### src/rtl/dm_cache.sv
// dm_cache: direct-mapped read-only byte cache in front of a fixed XOR-pattern ROM
module dm_cache #(
  parameter int ADDR_W     = 8,
  parameter int DATA_W     = 8,
  parameter int INDEX_BITS = 2
) (
  input  logic              clk,
  input  logic              rst,
  input  logic [ADDR_W-1:0] addr,
  output logic              hit,
  output logic [DATA_W-1:0] out
);
  localparam int LINES = 1 << INDEX_BITS;
  localparam int TAG_W = ADDR_W - INDEX_BITS;
  localparam logic [DATA_W-1:0] ROM_KEY = DATA_W'(8'hA5);
  logic [LINES-1:0]      valid_q, valid_d;
  logic [TAG_W-1:0]      tag_q [LINES];
  logic [TAG_W-1:0]      tag_d [LINES];
  logic [DATA_W-1:0]     data_q [LINES];
  logic [DATA_W-1:0]     data_d [LINES];
  logic                  hit_q, hit_d;
  logic [DATA_W-1:0]     out_q, out_d;
  logic [INDEX_BITS-1:0] idx;
  logic [TAG_W-1:0]      tag;
  logic [DATA_W-1:0]     rom_data;
  logic                  is_hit;
  assign idx      = addr[INDEX_BITS-1:0];
  assign tag      = addr[ADDR_W-1:INDEX_BITS];
  assign rom_data = DATA_W'(addr) ^ ROM_KEY;
  assign is_hit   = valid_q[idx] && tag_q[idx] == tag;
  always_comb begin
    valid_d = valid_q;
    tag_d   = tag_q;
    data_d  = data_q;
    hit_d   = is_hit;
    out_d   = is_hit ? data_q[idx] : rom_data;
    if (!is_hit) begin
      valid_d[idx] = 1'b1;
      tag_d[idx]   = tag;
      data_d[idx]  = rom_data;
    end
  end
  always_ff @(posedge clk) begin
    if (rst) begin
      valid_q <= '0;
      hit_q   <= 1'b0;
      out_q   <= '0;
    end else begin
      valid_q <= valid_d;
      tag_q   <= tag_d;
      data_q  <= data_d;
      hit_q   <= hit_d;
      out_q   <= out_d;
    end
  end
  assign hit = hit_q;
  assign out = out_q;
endmodule

### config.mk
export PLATFORM = sky130hd
export DESIGN_NAME = dm_cache
export DESIGN_NICKNAME = d
export VERILOG_FILES = /design/src/rtl/dm_cache.sv
export SDC_FILE = /design/constraint.sdc
export NUM_CORES = 1
export LEC_CHECK = 0
export ABC_AREA = 1
export BUFFER_PORTS_ARGS = -buffer_cell sky130_fd_sc_hd__buf_2
export CELL_PAD_IN_SITES_DETAIL_PLACEMENT = 2
export CELL_PAD_IN_SITES_GLOBAL_PLACEMENT = 2
export CORE_AREA = 2 2 80 82
export DETAILED_ROUTE_END_ITERATION = 7
export DIE_AREA = 0 0 82 84
export PLACE_DENSITY = 0.9
export SKIP_LAST_GASP = 1
export SLEW_MARGIN = 20
export SYNTH_ARGS = -nofsm -noshare
export SYNTH_HDL_FRONTEND = slang
export SYNTH_SLANG_ARGS = --single-unit
### constraint.sdc
create_clock -name clk -period 4.57 [get_ports clk]
set_input_delay 0.914 -clock clk [delete_from_list [all_inputs] [get_ports clk]]
set_output_delay 0.914 -clock clk [all_outputs]
set_load 0.1 [all_outputs]
==> results.ini, run 1 <==
[run_status]
status=complete, no violations

[place]
dp_hpwl_um=5099
port_buffers=18
dp.cells=324
dp_slack_ps=762.7
place_area_um2=2491
gp_congestion=0.8177

[global_routing]
grt_use_total_pct=22.84
grt_pass1_wl_um=10820
grt_overflow=0
antenna_found_initial=0
grt_pass1_vias=1949
grt_max_degree=25

[timing]
setup_violations=0
hold_ws_ps=505.8
fmax_ghz=0.2854
tns_ps=0
rsz0062_at_grt=no
slew_viol_final=0
final-hold-violation-count=0
slew_headroom_pct=31.58
setup_ws_ps=1066
clock_skew_ps=9.850
fin_crit_ps=3504
finalCritPeriodShare_pct=76.67
tightest_slew_ps=1023

[job]
max-cap-violations=0

[logic_synthesis]
async_flop_share_pct=0
yosys.area.top_type_share_pct=56.38
yosys.cell_types.count=17
yosysWarnings=0
syn_nets=246
synth_seq_cells=57
seq_area_frac_synth_pct=67.49
yosysMostFrequentCell=nand2_1
synthTopCellsByArea=edfxtp_1, nand2_1, dfxtp_1, nand3_1, nor2_1
synthCells=236
syn-mean-instance-area_um2=9.930
synth_edf_count=44
ys.flop_type=edfxtp_1
synth_common_cells=nand2_1, edfxtp_1, nand3_1
netlist_area_um2=2343
yosys.area.top_type=edfxtp_1

[clock_tree]
cts_tree=done
clock-sinks=57
clkLatencyLatePin_ps=350
cts.reportedPaths.clkPinSlew_ps=80
h-tree-depth=3
cts_buffer_depth=2
cts_root_buf=clkbuf_8
cts-resized-gates=0
cts_setup_buffers=0
postCtsHoldBufs=0
cts_made_buffers=9

[detailed_routing]
firstDrtPassIters=4
totalWireLength_um=7012
num_vias=1781
drt_iter0_drc=115
routed_via_density=5.238
drc=0
ant_nets=0
post_drt_wl_per_cell_um=20.62

[floorplan]
dieWidth_um=82
initial_core_util_pct=38.44
die_h_um=84
die-area_um2=6888
ios=19
rows=29
fp.coreArea_um2=6096

[hold_path]
min_to=valid_q[0]
hold_path_class=flop to flop
min_from=valid_q[0]
min_path_cells=2

[worst_setup_path]
r2r_slack_ps=2060
path_delay_family=simple AND/OR/NAND/NOR gates
worstPathArrival_ps=3470
worstSetupStartpointType=primary input
critPathKind=primary input to flop
cp_common_cell=nor2_1
r2r_end=tag_q[20]
worstPathBufferInverterCount=3
slowest_stage=nor2_1
slowest_delay_ps=820
path_cells=buf_2 > inv_2 > nor2_2 > inv_1 > nor2_1 > nor2_1 > nand3_1 > nor2_1 > nand3_2 > nand2_1 > nor2_1
crit_cells=11
worst-endpoint-required_ps=4540
reg2reg_depth=10
crit_path_end_kind=flop
rr_startpoint=tag_q[21]
critPathMaxFanout=24

[layout]
n_fill_cell=689
instances_no_fill=340
antenna_cells=0
final_area_um2=2671
area_growth_pct=13.99
drive_gt1_share_pct=14.83
layout.nets=268

[power]
max-vdd-ir-drop_v=0.0002041
p_leak_nw=1.132
powerDensity_nw_per_um2=429.0

stage by stage:
step	total power, mW	util [%]
after floorplan	0.6816	-
after global placement	0.7138	40.87
after detailed placement	0.7228	40.87
after CTS	1.153	43.78
after global routing	1.188	43.82
final	1.146	43.82
placed cells by master (no fill, tap or decap), drive strengths merged:
master    count
edfxtp       44
clkbuf        9
a21oi         5
nand2        92
nand3        31
a22oi         5
inv          18
nor2         20
o21ai         3
clkinv        2
dfxtp        13
clkinvlp      3
buf          18
report_power, final:
part / internal (mW) / switching, mW
Combinational: 0.0254 / 0.103
Sequential: 0.578 / 0.00589
Clock: 0.200 / 0.235
area by class of cell:
type,instances,area (um^2),area share (%)
Clock buffer,9,123.9,4.637
Clock inverter,7,53.80,2.014
Inverter,16,60.06,2.248
Multi-Input combinational cell,156,665.6,24.92
Sequential cell,57,1582,59.20
Tap cell,77,96.34,3.607
Timing Repair Buffer,18,90.09,3.372
worst min-delay path, cell delays in order, from the launching register on:
cell and delay [ps]:
dfxtp_1 330, inv_1 80, a21oi_1 60
cells by family (layout without fill, tap and decap cells):
group / Yosys count / after routing / share of synthesized area, %
DFF: 57 / 57 / 67.49
and+or+nand+nor: 143 / 143 / 24.99
AOI/OAI and AO/OA: 13 / 13 / 3.310
buffers and inverters: 23 / 50 / 4.217
sequential cells by signal, summed over array words and instances, names as in the netlist:
register and count:
data_q 23, tag_q 21, out 8, valid_q 4, hit 1
worst max-delay path by stage:
| stage | slack (ps) | end | startpoint |
|---|---|---|---|
| final | 1070 | tag_q[20] | addr[0] |
| after global placement | 1070 | tag_q[14] | addr[1] |
| after detailed placement | 760 | tag_q[14] | addr[0] |
| after global routing | 810 | tag_q[20] | addr[0] |
| after floorplan | 1840 | data_q[10] | addr[1] |
| after CTS | 1100 | tag_q[20] | addr[0] |
metal layers:
layer | routed length, um | up-vias | track usage (%)
met5 | 0 | - | 0
li1 | - | 831 | -
met4 | 297 | 0 | 15.30
met2 | 3638 | 42 | 37.25
met1 | 2854 | 888 | 26.66
met3 | 221 | 20 | 4.221
Power figures use the tool's default switching activity.
==> run 2, diff against run 1 <==
--- a/config.mk
+++ b/config.mk
@@ -9,10 +9,10 @@
 export BUFFER_PORTS_ARGS = -buffer_cell sky130_fd_sc_hd__buf_2
 export CELL_PAD_IN_SITES_DETAIL_PLACEMENT = 2
 export CELL_PAD_IN_SITES_GLOBAL_PLACEMENT = 2
-export CORE_AREA = 2 2 80 82
+export CORE_AREA = 2 2 83 85
 export DETAILED_ROUTE_END_ITERATION = 7
-export DIE_AREA = 0 0 82 84
-export PLACE_DENSITY = 0.9
+export DIE_AREA = 0 0 85 87
+export PLACE_DENSITY = 0.85
 export SKIP_LAST_GASP = 1
 export SLEW_MARGIN = 20
 export SYNTH_ARGS = -nofsm -noshare
==> constraint.sdc (replaced) <==
create_clock -name clk -period 3.3 [get_ports clk]
set_input_delay 0.66 -clock clk [delete_from_list [all_inputs] [get_ports clk]]
set_output_delay 0.66 -clock clk [all_outputs]
set_load 0.1 [all_outputs]
==> run 2 against run 1 <==
Clock power is 34% higher. Global-route usage decreased by 1.9 points. Critical path depth rose by 1. Largest cell class unchanged. Routed wire length shrank 2.3%. Largest power group unchanged.
==> results.ini, run 2 (synthesized netlist as in run 1, its figures left out) <==
[worst_setup_path]
r2r_end=data_q[13]
cp_common_cell=nor2_1
critPathMaxFanout=24  ; unchanged
worst-endpoint-required_ps=3340  ; -1200 ps
path_cells=buf_2 > inv_2 > nor2_2 > inv_1 > nor2_1 > nor2_1 > nand3_1 > nor2_1 > nand3_2 > nand2_1 > nor2_1 > buf_4
worstPathArrival_ps=2760  ; -710 ps
path_delay_family=simple AND/OR/NAND/NOR gates
slowest_delay_ps=380  ; -440 ps
slowest_stage=buf_2
r2r_slack_ps=1310  ; -750 ps
rr_startpoint=tag_q[15]
reg2reg_depth=10  ; unchanged
worstSetupStartpointType=primary input
crit_path_end_kind=flop
worstPathBufferInverterCount=4  ; +1
critPathKind=primary input to flop

[timing]
slew_headroom_pct=67.75  ; +36 points
slew_viol_final=0  ; unchanged
fin_crit_ps=2723
clock_skew_ps=9.279  ; -0.5709 ps
fmax_ghz=0.3672
setup_violations=0  ; unchanged
tns_ps=0  ; unchanged
rsz0062_at_grt=no
final-hold-violation-count=0  ; unchanged
finalCritPeriodShare_pct=82.52
tightest_slew_ps=487.1  ; -535.4 ps

[layout]
final_common_cell=nand2_1
final_cell_mix=nand2_1, edfxtp_1, nand3_1
n_fill_cell=712  ; +3.3%
antenna_cells=0  ; unchanged
final_area_um2=2704  ; +1.2%
area_growth_pct=15.38
drive_gt1_share_pct=15.67  ; +0.84 points
seq_area_um2=1582  ; unchanged
multi_input_area_um2=663.1  ; -0.38%
top_register=data_q
fin_util_pct=41.16  ; -2.7 points
largest_reg_flops=23  ; unchanged
layout.nets=273  ; +1.9%

[detailed_routing]
routed_via_density=5.129  ; -2.1%
drt_iter0_drc=101  ; -12%
drc=0  ; unchanged
post_drt_wl_per_cell_um=19.69  ; -4.5%
num_vias=1785  ; +0.22%
totalWireLength_um=6851  ; -2.3%
ant_nets=0  ; unchanged
firstDrtPassIters=4  ; unchanged

[clock_tree]
postCtsHoldBufs=0  ; unchanged
cts_buffer_depth=2  ; unchanged
cts-resized-gates=0  ; unchanged
cts_made_buffers=9  ; unchanged
h-tree-depth=3  ; unchanged
clkLatencyLatePin_ps=350  ; about the same
cts_root_buf=clkbuf_8
clock-sinks=57  ; unchanged
cts_setup_buffers=0  ; unchanged
cts_tree=done
cts.reportedPaths.clkPinSlew_ps=70  ; about the same

[global_routing]
grt_max_degree=25  ; unchanged
grt_pass1_wl_um=10980  ; +1.5%
antenna_found_initial=0  ; unchanged
grt_use_total_pct=20.91  ; -1.9 points
grt_pass1_vias=2004  ; +2.8%
grt_overflow=0  ; unchanged

[floorplan]
dieWidth_um=85  ; +3.7%
die-area_um2=7395  ; +7.4%
initial_core_util_pct=35.68  ; -2.8 points
rows=30  ; +3.4%
ios=19  ; unchanged
fp.coreArea_um2=6569  ; +7.8%
die_h_um=87  ; +3.6%

[power]
p_leak_nw=1.151  ; +1.7%
max-vdd-ir-drop_v=0.0003322  ; +63%
powerDensity_nw_per_um2=580.9  ; +35%

[hold_path]
min_from=valid_q[0]
min_path_cells=2  ; unchanged
hold_path_class=flop to flop
min_to=valid_q[0]

[place]
gp_congestion=0.8088  ; -1.1%
port_buffers=18  ; unchanged
place_area_um2=2532  ; +1.7%
dp_hpwl_um=4972  ; -2.5%

[run_status]
status=complete, no violations

[job]
max-cap-violations=0  ; unchanged

## run 2: changes by cell type in the layout (fill, tap and decap cells not counted)
| cell | change |
|---|---|
| buf_4 | +5 |
| clkinv_4 | -1 |
| inv_6 | -1 |
| nor2_2 | -1 |
| nor2_1 | +1 |
| clkinvlp_4 | +1 |
| clkbuf_1 | +1 |
## run 2: area by class of cell
type,count,share of cell area [%]
repair buffers,23,4.720
well taps,80,3.702
clock inverters,6,1.620
flip-flops and latches,57,58.49
clock buffers,10,4.720
inverters,16,2.221
multi-input cells,156,24.53
## run 2: worst max-delay path by stage
stage                 start         end  slack [ps]  depth (start not counted)
finish              addr[0]  data_q[13]         580                         12
global route        addr[0]  data_q[13]         310                         12
CTS                 addr[0]  data_q[13]         560                         12
detailed placement  addr[0]    tag_q[7]         260                         12
global placement    addr[0]   tag_q[21]         490                         12
floorplan           addr[1]  data_q[10]         820                          9
## run 2: worst reg2reg max path: cells and delay by family, from the launching register on
kind	cells	cell delay, ps
AOI/OAI and AO/OA	1	150
DFF	1	400
and+or+nand+nor	8	900
buffers and inverters	1	230
## run 2: layer usage
metal | track usage (%) | wire [um] | part of all wire [%] | vias up
li1 | - | - | - | 838
met1 | 23.58 | 2796 | 41 | 890
met2 | 36.15 | 3540 | 52 | 36
met3 | 4.834 | 201 | 2.9 | 21
met4 | 12.41 | 314 | 4.6 | 0
met5 | 0 | 0 | 0 | -
## run 2: power by group
part / switching, mW / total [mW] / internal, mW
clock: 0.309 / 0.582 / 0.273
combinational: 0.142 / 0.180 / 0.0384
sequential: 0.00776 / 0.808 / 0.800
## run 2: through the flow
| stage | std cells | power (mW) | worst slack (ps) | hold WS, ps |
|---|---|---|---|---|
| 2_1_floorplan | 236 | 0.9439 | 822.1 | 446.7 |
| 3_3_place_gp | 332 | 0.9925 | 495.0 | 464.3 |
| 3_5_place_dp | 332 | 1.004 | 263.4 | 475.9 |
| 4_1_cts | 348 | 1.589 | 558.8 | 485.0 |
| 5_1_grt | 348 | 1.634 | 305.2 | 515.6 |
| 6_report | 348 | 1.571 | 576.8 | 479.6 |
==> run 3, diff against run 2 <==
--- a/config.mk
+++ b/config.mk
@@ -5,14 +5,14 @@
 export SDC_FILE = /design/constraint.sdc
 export NUM_CORES = 1
 export LEC_CHECK = 0
-export ABC_AREA = 1
+export ABC_AREA = 0
 export BUFFER_PORTS_ARGS = -buffer_cell sky130_fd_sc_hd__buf_2
 export CELL_PAD_IN_SITES_DETAIL_PLACEMENT = 2
 export CELL_PAD_IN_SITES_GLOBAL_PLACEMENT = 2
-export CORE_AREA = 2 2 83 85
+export CORE_AREA = 2 2 77 79
 export DETAILED_ROUTE_END_ITERATION = 7
-export DIE_AREA = 0 0 85 87
-export PLACE_DENSITY = 0.85
+export DIE_AREA = 0 0 79 81
+export PLACE_DENSITY = 0.86
 export SKIP_LAST_GASP = 1
 export SLEW_MARGIN = 20
 export SYNTH_ARGS = -nofsm -noshare
==> constraint.sdc (replaced) <==
create_clock -name clk -period 2.8 [get_ports clk]
set_input_delay 0.56 -clock clk [delete_from_list [all_inputs] [get_ports clk]]
set_output_delay 0.56 -clock clk [all_outputs]
set_load 0.1 [all_outputs]
==> run 3 against run 2 <==
Via count is 23% lower. Global-route usage grew 2.0 points. Synthesized cell count fell by 42%. Routed wire length shrank 5.3%. Worst setup slack worse by 360 ps. Utilization grew 8.2 points. Critical path type unchanged.
==> results.ini, run 3 <==
[logic_synthesis]
ys.flop_type=edfxtp_1
synth_edf_count=44  ; unchanged
yosysWarnings=0  ; unchanged
synthCells=138  ; -42%
yosysMostFrequentCell=edfxtp_1
syn_nets=148  ; -40%
seq_area_frac_synth_pct=67.59  ; +0.11 points
async_flop_share_pct=0  ; unchanged
synthTopCellsByArea=edfxtp_1, dfxtp_1, mux4_2, mux2i_1, mux2_4
syn-mean-instance-area_um2=16.95  ; +71%
synth_seq_cells=57  ; unchanged
netlist_area_um2=2340  ; -0.16%
yosys.area.top_type_share_pct=56.47  ; +0.090 points
yosys.area.top_type=edfxtp_1
synth_common_cells=edfxtp_1, dfxtp_1, nor2_1
yosys.cell_types.count=31  ; +14

[worst_setup_path]
slowest_delay_ps=600  ; +220 ps
worstPathArrival_ps=2550  ; -210 ps
path_cells=buf_2 > buf_4 > mux4_2 > xnor2_1 > nor2_1 > o211a_1 > nor2_2
critPathMaxFanout=11  ; -54%
critPathKind=primary input to flop
worst-endpoint-required_ps=2760  ; -580 ps
path_delay_family=simple AND/OR/NAND/NOR gates
worstSetupStartpointType=primary input
crit_path_end_kind=flop
worstPathBufferInverterCount=2  ; -2
slowest_stage=nor2_2
r2r_slack_ps=330  ; -980 ps

[layout]
final_cell_mix=edfxtp_1, buf_2, buf_4
drive_gt1_share_pct=40.11  ; +24 points
top_register=data_q
area_growth_pct=19.63
n_fill_cell=547  ; -23%
antenna_cells=0  ; unchanged
layout.nets=187  ; -32%
largest_reg_flops=23  ; unchanged
final_area_um2=2799  ; +3.5%
fin_util_pct=49.32  ; +8.2 points
final_common_cell=edfxtp_1

[clock_tree]
clock-sinks=57  ; unchanged
clkLatencyLatePin_ps=340  ; about the same
cts.reportedPaths.clkPinSlew_ps=60  ; about the same
h-tree-depth=3  ; unchanged
cts-resized-gates=3  ; +3
cts_buffer_depth=2  ; unchanged
cts_root_buf=clkbuf_8
cts_setup_buffers=0  ; unchanged
postCtsHoldBufs=0  ; unchanged
cts_made_buffers=9  ; unchanged
cts_tree=done

[hold_path]
hold_path_class=flop to flop

[timing]
rsz0062_at_grt=no
setup_ws_ps=213.8  ; -363.0 ps
clock_skew_ps=10.58  ; +1.302 ps
final-hold-violation-count=0  ; unchanged
fmax_ghz=0.3867
slew_headroom_pct=52.30  ; -15 points
hold_ws_ps=478.4  ; -1.199 ps
tightest_slew_ps=714.8  ; +227.7 ps
finalCritPeriodShare_pct=92.36
slew_viol_final=0  ; unchanged
setup_violations=0  ; unchanged
fin_crit_ps=2586

[detailed_routing]
totalWireLength_um=6488  ; -5.3%
ant_nets=0  ; unchanged
num_vias=1379  ; -23%
drc=0  ; unchanged
drt_iter0_drc=88  ; -13%
routed_via_density=5.366  ; +4.6%
post_drt_wl_per_cell_um=25.25  ; +28%
firstDrtPassIters=4  ; unchanged

[place]
gp_congestion=0.8422  ; +4.1%
port_buffers=18  ; unchanged
dp_hpwl_um=3925  ; -21%
place_area_um2=2605  ; +2.9%
dp_slack_ps=-405.6  ; -669.0 ps

[global_routing]
antenna_found_initial=0  ; unchanged
grt_pass1_vias=1593  ; -21%
grt_overflow=0  ; unchanged
grt_pass1_wl_um=9991  ; -9.0%
grt_use_total_pct=22.86  ; +2.0 points
grt_max_degree=12  ; -52%

[run_status]
status=complete, no violations

[floorplan]
rows=28  ; -6.7%
die-area_um2=6399  ; -13%
ios=19  ; unchanged
fp.coreArea_um2=5675  ; -14%
initial_core_util_pct=41.23  ; +5.5 points
die_h_um=81  ; -6.9%
dieWidth_um=79  ; -7.1%

[power]
powerDensity_nw_per_um2=681.9  ; +17%
max-vdd-ir-drop_v=0.0004548  ; +37%
p_leak_nw=1.065  ; -7.5%
finalPower_mw=1.909  ; +22%

[job]
max-cap-violations=0  ; unchanged

[run 3: cell types whose count changed in the layout (fill, tap and decap cells not counted), moves of 4 or more]
cell / before / now
inv_1: 15 / 7
nand3_1: 30 / 2
a21oi_1: 5 / 0
nor2_1: 18 / 8
a22oi_1: 5 / 0
xnor2_1: 0 / 4
buf_4: 5 / 17
nand2_1: 92 / 3
mux2_4: 0 / 4
and2_1: 0 / 4
mux4_2: 0 / 10
mux2i_1: 0 / 7
[run 3: final cells by class]
type                    count  area [um^2]  share of cell area (%)
clock buffers              10        127.6                   4.560
flip-flops and latches     57         1582                   56.50
well taps                  75        93.84                   3.353
repair buffers             35        217.7                   7.778
multi-input cells          67        693.2                   24.77
clock inverters             6        58.81                   2.101
inverters                   7        26.28                  0.9388
[run 3: report_power, final]
| group | total (mW) | switching [mW] | internal (mW) |
|---|---|---|---|
| Sequential | 0.957 | 0.0135 | 0.944 |
| Combinational | 0.207 | 0.137 | 0.0698 |
| Clock | 0.744 | 0.340 | 0.405 |
| Total | 1.91 | 0.490 | 1.42 |
[run 3: through the flow]
stage,TNS [ps],std cells
finish,0,257
global placement,-3889,241
floorplan,0,138
CTS,0,257
detailed placement,-11000,241
global route,0,257
[run 3: path summary, 6_finish.rpt]
| path | from | endpoint | cells past startpoint |
|---|---|---|---|
| max | addr[1] | tag_q[13] | 7 |
| max reg2reg | tag_q[6] | tag_q[13] | 5 |
| min | valid_q[3] | valid_q[3] | 1 |
| min reg2reg | valid_q[3] | valid_q[3] | 1 |
[run 3: logic make-up after synthesis]
family | count (synthesis) | synth area share [%]
DFF | 57 | 67.59
xor gates and xnor gates | 5 | 1.872
muxes | 23 | 16.15
buffers and inverters | 14 | 3.102
AOI/OAI and AO/OA | 10 | 4.599
and+or+nand+nor | 29 | 6.684
[run 3: routing by layer]
metal | up-vias | track usage [%] | share of wire, %
li1 | 603 | - | -
met1 | 721 | 28.85 | 42
met2 | 40 | 38.05 | 52
met3 | 15 | 4.000 | 2.8
met4 | 0 | 11.90 | 3.1
met5 | - | 0 | 0
